## config.mk

```make
export PLATFORM = sky130hd
export DESIGN_NAME = enable_code_sequencer
export DESIGN_NICKNAME = d
export VERILOG_FILES = /design/src/rtl/enable_code_sequencer_pkg.sv /design/src/rtl/dwell_counter.sv /design/src/rtl/enable_code_sequencer.sv
export SDC_FILE = /design/constraint.sdc
export NUM_CORES = 1
export LEC_CHECK = 0
export BUFFER_PORTS_ARGS = -buffer_cell sky130_fd_sc_hd__buf_4
export CORE_ASPECT_RATIO = 0.9
export CORE_MARGIN = 5
export CORE_UTILIZATION = 39
export DETAILED_ROUTE_END_ITERATION = 12
export PLACE_DENSITY_LB_ADDON = 0.2
export SYNTH_ARGS = -nofsm -noshare
export SYNTH_HDL_FRONTEND = slang
export SYNTH_SLANG_ARGS = --single-unit
export TNS_END_PERCENT = 20
```

## constraint.sdc

```tcl
create_clock -name clk -period 2.3 [get_ports clk]
set_clock_uncertainty 0.1 [all_clocks]
set_input_delay 0.46 -clock clk [delete_from_list [all_inputs] [get_ports clk]]
set_output_delay 0.46 -clock clk [all_outputs]
set_load 0.02 [all_outputs]
```

## src/rtl/enable_code_sequencer_pkg.sv

```systemverilog
// Shared constants for the enable-code sequencer and the downstream enable decoder.
// Code values, FSM state encoding and small mask helpers.
package enable_code_sequencer_pkg;

  localparam logic [2:0] CODE_NONE = 3'b000;
  localparam logic [2:0] CODE_S1S4 = 3'b001;
  localparam logic [2:0] CODE_S1S3 = 3'b010;
  localparam logic [2:0] CODE_S2S3 = 3'b100;

  localparam int unsigned DwellW = 8;

  typedef enum logic [1:0] {
    StIdle  = 2'b00,
    StDrive = 2'b01,
    StGuard = 2'b10,
    StDone  = 2'b11
  } state_e;

  // Index of the lowest set bit; callers guarantee mask != 0.
  function automatic logic [1:0] lowest_bit(input logic [2:0] mask);
    logic [1:0] idx;
    if (mask[0]) begin
      idx = 2'd0;
    end else if (mask[1]) begin
      idx = 2'd1;
    end else begin
      idx = 2'd2;
    end
    return idx;
  endfunction

  // Selected bits strictly above position idx.
  function automatic logic [2:0] mask_above(input logic [2:0] mask, input logic [1:0] idx);
    logic [2:0] res;
    unique case (idx)
      2'd0:    res = {mask[2:1], 1'b0};
      2'd1:    res = {mask[2], 2'b00};
      default: res = 3'b000;
    endcase
    return res;
  endfunction

  function automatic logic [2:0] code_of(input logic [1:0] idx);
    logic [2:0] code;
    unique case (idx)
      2'd0:    code = CODE_S1S4;
      2'd1:    code = CODE_S1S3;
      2'd2:    code = CODE_S2S3;
      default: code = CODE_NONE;
    endcase
    return code;
  endfunction

endpackage

```

## src/rtl/dwell_counter.sv

```systemverilog
// 8-bit down counter: synchronous clear, parallel load, count to zero; tc_o flags zero.
module dwell_counter
  import enable_code_sequencer_pkg::*;
(
  input  logic              clk_i,
  input  logic              rst_i,
  input  logic              clr_i,
  input  logic              load_i,
  input  logic [DwellW-1:0] load_val_i,
  input  logic              en_i,
  output logic              tc_o
);

  logic [DwellW-1:0] count_d, count_q;

  always_comb begin
    count_d = count_q;
    if (clr_i) begin
      count_d = '0;
    end else if (load_i) begin
      count_d = load_val_i;
    end else if (en_i && (count_q != '0)) begin
      count_d = count_q - 1'b1;
    end
  end

  always_ff @(posedge clk_i) begin
    if (rst_i) begin
      count_q <= '0;
    end else begin
      count_q <= count_d;
    end
  end

  assign tc_o = (count_q == '0);

endmodule

```

## src/rtl/enable_code_sequencer.sv

```systemverilog
// Plays the selected enable codes in ascending order, each held dwell+1 cycles,
// with a one-cycle all-off guard between codes. All outputs are registered.
module enable_code_sequencer
  import enable_code_sequencer_pkg::*;
(
  input  logic              clk,
  input  logic              rst,
  input  logic              req_valid,
  input  logic [2:0]        req_sel,
  input  logic [DwellW-1:0] dwell,
  input  logic              abort,
  output logic              A,
  output logic              B,
  output logic              C,
  output logic              req_ready,
  output logic              busy,
  output logic              done
);

  state_e            state_d, state_q;
  logic [2:0]        abc_d, abc_q;
  logic              ready_d, ready_q;
  logic              busy_d, busy_q;
  logic              done_d, done_q;
  logic [2:0]        mask_d, mask_q;
  logic [DwellW-1:0] dwell_d, dwell_q;
  logic [1:0]        idx_d, idx_q;

  logic              cnt_clr, cnt_load, cnt_en, cnt_tc;
  logic [DwellW-1:0] cnt_load_val;

  dwell_counter u_dwell_counter (
    .clk_i      (clk),
    .rst_i      (rst),
    .clr_i      (cnt_clr),
    .load_i     (cnt_load),
    .load_val_i (cnt_load_val),
    .en_i       (cnt_en),
    .tc_o       (cnt_tc)
  );

  always_comb begin
    state_d      = state_q;
    abc_d        = CODE_NONE;
    ready_d      = 1'b0;
    busy_d       = 1'b0;
    done_d       = 1'b0;
    mask_d       = mask_q;
    dwell_d      = dwell_q;
    idx_d        = idx_q;
    cnt_clr      = 1'b0;
    cnt_load     = 1'b0;
    cnt_en       = 1'b0;
    cnt_load_val = dwell_q;

    unique case (state_q)
      StIdle: begin
        ready_d = 1'b1;
        // abort is deliberately ignored here; an empty mask is accepted but dropped
        if (req_valid && (req_sel != 3'b000)) begin
          mask_d       = req_sel;
          dwell_d      = dwell;
          idx_d        = lowest_bit(req_sel);
          cnt_load     = 1'b1;
          cnt_load_val = dwell;
          state_d      = StDrive;
          abc_d        = code_of(lowest_bit(req_sel));
          busy_d       = 1'b1;
          ready_d      = 1'b0;
        end
      end

      StDrive: begin
        if (abort) begin
          state_d = StIdle;
          cnt_clr = 1'b1;
          ready_d = 1'b1;
        end else if (cnt_tc) begin
          if (mask_above(mask_q, idx_q) != 3'b000) begin
            state_d = StGuard;
            busy_d  = 1'b1;
          end else begin
            state_d = StDone;
            done_d  = 1'b1;
          end
        end else begin
          cnt_en = 1'b1;
          abc_d  = code_of(idx_q);
          busy_d = 1'b1;
        end
      end

      StGuard: begin
        if (abort) begin
          state_d = StIdle;
          cnt_clr = 1'b1;
          ready_d = 1'b1;
        end else begin
          idx_d    = lowest_bit(mask_above(mask_q, idx_q));
          state_d  = StDrive;
          abc_d    = code_of(lowest_bit(mask_above(mask_q, idx_q)));
          busy_d   = 1'b1;
          cnt_load = 1'b1;
        end
      end

      StDone: begin
        state_d = StIdle;
        ready_d = 1'b1;
      end

      default: begin
        state_d = StIdle;
        ready_d = 1'b1;
      end
    endcase
  end

  always_ff @(posedge clk) begin
    if (rst) begin
      state_q <= StIdle;
      abc_q   <= CODE_NONE;
      ready_q <= 1'b1;
      busy_q  <= 1'b0;
      done_q  <= 1'b0;
      mask_q  <= 3'b000;
      dwell_q <= '0;
      idx_q   <= 2'd0;
    end else begin
      state_q <= state_d;
      abc_q   <= abc_d;
      ready_q <= ready_d;
      busy_q  <= busy_d;
      done_q  <= done_d;
      mask_q  <= mask_d;
      dwell_q <= dwell_d;
      idx_q   <= idx_d;
    end
  end

  assign {A, B, C}  = abc_q;
  assign req_ready  = ready_q;
  assign busy       = busy_q;
  assign done       = done_q;

endmodule

```

==> flow_summary_export.csv <==
group,metric,value,unit
status,status,"complete, no violations",
setup_path,startpoint_type,"flip-flop",
global_route,grt_pass1_wl,5678,um
setup_path,end_kind,"flip-flop",
place,port-buffer-count,20,
floorplanning,die_x,75.16,um
clock_tree,clock_path_buffers,2,
timing,drv_slew,0,
route,wl_per_cell,14.07,um
min_path,hold_end,"u_dwell_counter.count_q[2]",
floorplanning,ios,21,
clock_tree,clock-sinks,28,
layout,post-route-util,0.4762,
setup_path,r2r_start,"state_q[1]",
min_path,hp-class,"input port to flip-flop",
logic_synthesis,avgSynthCellArea,8.188,um^2
setup_path,crit_arrival,2.28,ns
timing,setup_violations,0,
layout,areaGrowthSynthToFinish,18.39,%
timing,finalHoldViolCount,0,
power,internal_power,1.166,mW
setup_path,crit_family,"simple AND/OR/NAND/NOR gates",
power,switchingPower,0.7842,mW
logic_synthesis,ys_ff_latch,28,
place,dp.cells,244,
layout,fin_nets,224,
power,comb_power_share,0.481,
timing,period_share,0.9496,
clock_tree,clk_pin_slew,0.10,ns
logic_synthesis,postSynthCellCount,182,
layout,final_cells,248,
logic_synthesis,synth_top_area_share,0.3762,
logic_synthesis,syn_area,1490,um^2
global_route,track_usage,0.1452,
setup_path,worstPathMaxFanout,5,
clock_tree,hold_buffers,0,
logic_synthesis,ys_seq_area_frac,0.3762,
setup_path,reg2reg_slack,0.12,ns
timing,fmax,457.9,MHz
setup_path,crit_path_top_delay_cell,"or4b_4",
clock_tree,numCtsBuffers,3,
global_route,overflow,0,
global_route,antenna_found_initial,0,
clock_tree,cts_tree,"yes",
clock_tree,insertion_delay,0.28,ns
layout,drive_gt1_frac,0.1733,
place,gp_congestion,0.8700,
floorplanning,fp.dieH,68.64,um
place,dp_hpwl,2613,um
clock_tree,post_cts_buffers,0,
setup_path,cp_num_buf_inv,1,
logic_synthesis,synthArstFlopShare,0,
global_route,grt_pass1_vias,1199,
clock_tree,ctsResizeCount,0,
clock_tree,cts_max_level,1,
power,worst_ir_drop_vdd,0.0005245,V
floorplanning,core.rowCount,21,
logic_synthesis,synthTopCellsByArea,"dfxtp_1, a21oi_1, nand2_1",
global_route,grt_start_max_net_pins,23,
timing,setup_tns,0,ns
power,switching_share,0.4021,
timing,max_slew_margin,0.6584,
logic_synthesis,ys_warn_count,0,
route,dr.first_iter.drc_count,95,
floorplanning,start_util,0.4022,
setup_path,worstReg2RegEnd,"u_dwell_counter.count_q[5]",
logic_synthesis,synth_nets,203,
route,wl,3489,um
setup_path,rr_worst_depth,6,
min_path,min_from,"dwell[2]",
logic_synthesis,yosysTopAreaCell,"dfxtp_1",
logic_synthesis,synthFlopType,"dfxtp_1",
power,power_density,1105,nW/um^2
route,antenna_left,0,
floorplanning,die-area,5159,um^2
floorplanning,core,3705,um^2
logic_synthesis,synth_cell_types,45,
route,vias,1370,
route,vias_per_cell,5.524,
min_path,whs_path_depth,3,
power,pwr-share-seq,0.362,
timing,worstMarginPinSlew,0.5044,ns
logic_synthesis,yosysMostFrequentCell,"dfxtp_1",
clock_tree,cts_root_buffer,"clkbuf_8",
power,p_leak,0.6623,nW
place,dpl_worst_slack,0.1177,ns
logic_synthesis,synth_commonest_cells,"dfxtp_1, nand2_1, a21oi_1, nor2_1, o21ai_0",
timing,fin_ws,0.1160,ns
power,p_clk_frac,0.157,
timing,grt_setup_unrepaired,"false",
timing,fin_crit,2.184,ns
setup_path,path_cells,"inv_1, ha_2, or4b_4, or4_1, and3_1, o32ai_2",
logic_synthesis,synth_edf_count,0,
route,dr.pass1.iters,4,
route,drc,0,
setup_path,slowest_delay,0.49,ns
setup_path,worst-setup-path-type,"flip-flop to flip-flop",
setup_path,worstPathRequired,2.40,ns
run,cap_violations,0,
layout,antenna_cells,0,
-- cells in the final DEF, fill, tap and decap left out, types with 4 or more instances in the layout --
| cell type | instances |
|---|---|
| o21ai_0 | 10 |
| clkbuf_8 | 4 |
| nor2_1 | 12 |
| buf_4 | 24 |
| ha_1 | 5 |
| nand2_1 | 24 |
| nor3_1 | 5 |
| nand2b_1 | 6 |
| a21oi_1 | 22 |
| inv_1 | 6 |
| dfxtp_1 | 28 |
-- cell type report --
| cell class | count | area (um^2) |
|---|---|---|
| fill | 365 | 1941 |
| multi-input combinational | 139 | 868.3 |
| sequential | 28 | 560.5 |
| timing repair buffer | 25 | 200.2 |
| tap | 46 | 57.56 |
| clock buffer | 4 | 55.05 |
| inverter | 6 | 22.52 |
-- worst max path at each step --
stage | start | end | slack [ns] | cells past startpoint
after floorplan | abort | u_dwell_counter.count_q[5] | 0.21 | 5
after global placement | abort | u_dwell_counter.count_q[5] | 0.15 | 5
after detailed placement | abort | u_dwell_counter.count_q[5] | 0.12 | 5
after CTS | state_q[1] | u_dwell_counter.count_q[5] | 0.1 | 6
after global routing | state_q[1] | u_dwell_counter.count_q[5] | 0.007 | 6
final | state_q[1] | u_dwell_counter.count_q[5] | 0.12 | 6
-- worst reg2reg max path: stages (launching register included) --
cell	delay, ns
dfxtp_1	0.35
inv_1	0.09
ha_2	0.20
or4b_4	0.49
or4_1	0.47
and3_1	0.19
o32ai_2	0.22
-- sequential cells by signal, indices dropped and copies added (netlist names) --
name                     count
dwell_q                      8
busy                         1
u_dwell_counter.count_q      8
req_ready                    1
state_q                      2
mask_q                       2
done                         1
idx_q                        2
abc_q                        3
-- power groups by stage --
| stage | Combinational, mW | Clock [mW] | Sequential (mW) |
|---|---|---|---|
| global placement | 0.929 | 0 | 0.712 |
| global route | 1.04 | 0.337 | 0.727 |
| CTS | 0.936 | 0.316 | 0.704 |
| floorplan | 0.665 | 0 | 0.710 |
| finish | 0.938 | 0.306 | 0.706 |
| detailed placement | 0.928 | 0 | 0.715 |
-- through the flow --
| stage | area [um^2] | hold WS, ns | total power [mW] |
|---|---|---|---|
| after floorplan | 1490 | 0.3332 | 1.375 |
| after global placement | 1707 | 0.3387 | 1.641 |
| after detailed placement | 1707 | 0.3466 | 1.644 |
| after CTS | 1762 | 0.3131 | 1.957 |
| after global routing | 1764 | 0.3114 | 2.105 |
| final | 1764 | 0.3196 | 1.950 |
-- kinds of logic after synthesis --
logic type               Yosys count  share of synthesized area
AO/OA/AOI/OAI                     61                     0.2720
XOR/XNOR                           1                   0.005878
adder cells (fa/ha/maj)            6                    0.05038
buffers and inverters             15                    0.04282
flip-flops                        28                     0.3762
multiplexers                       3                    0.02015
AND/OR/NAND/NOR                   68                     0.2326
-- layer usage --
metal	GRT usage	vias up	routed length, um
li1	-	707	-
met1	0.2025	640	1778
met2	0.2217	19	1526
met3	0.03478	4	147
met4	0.04367	0	36
met5	0	-	0
Note: power is estimated with default switching activity, not from simulation.
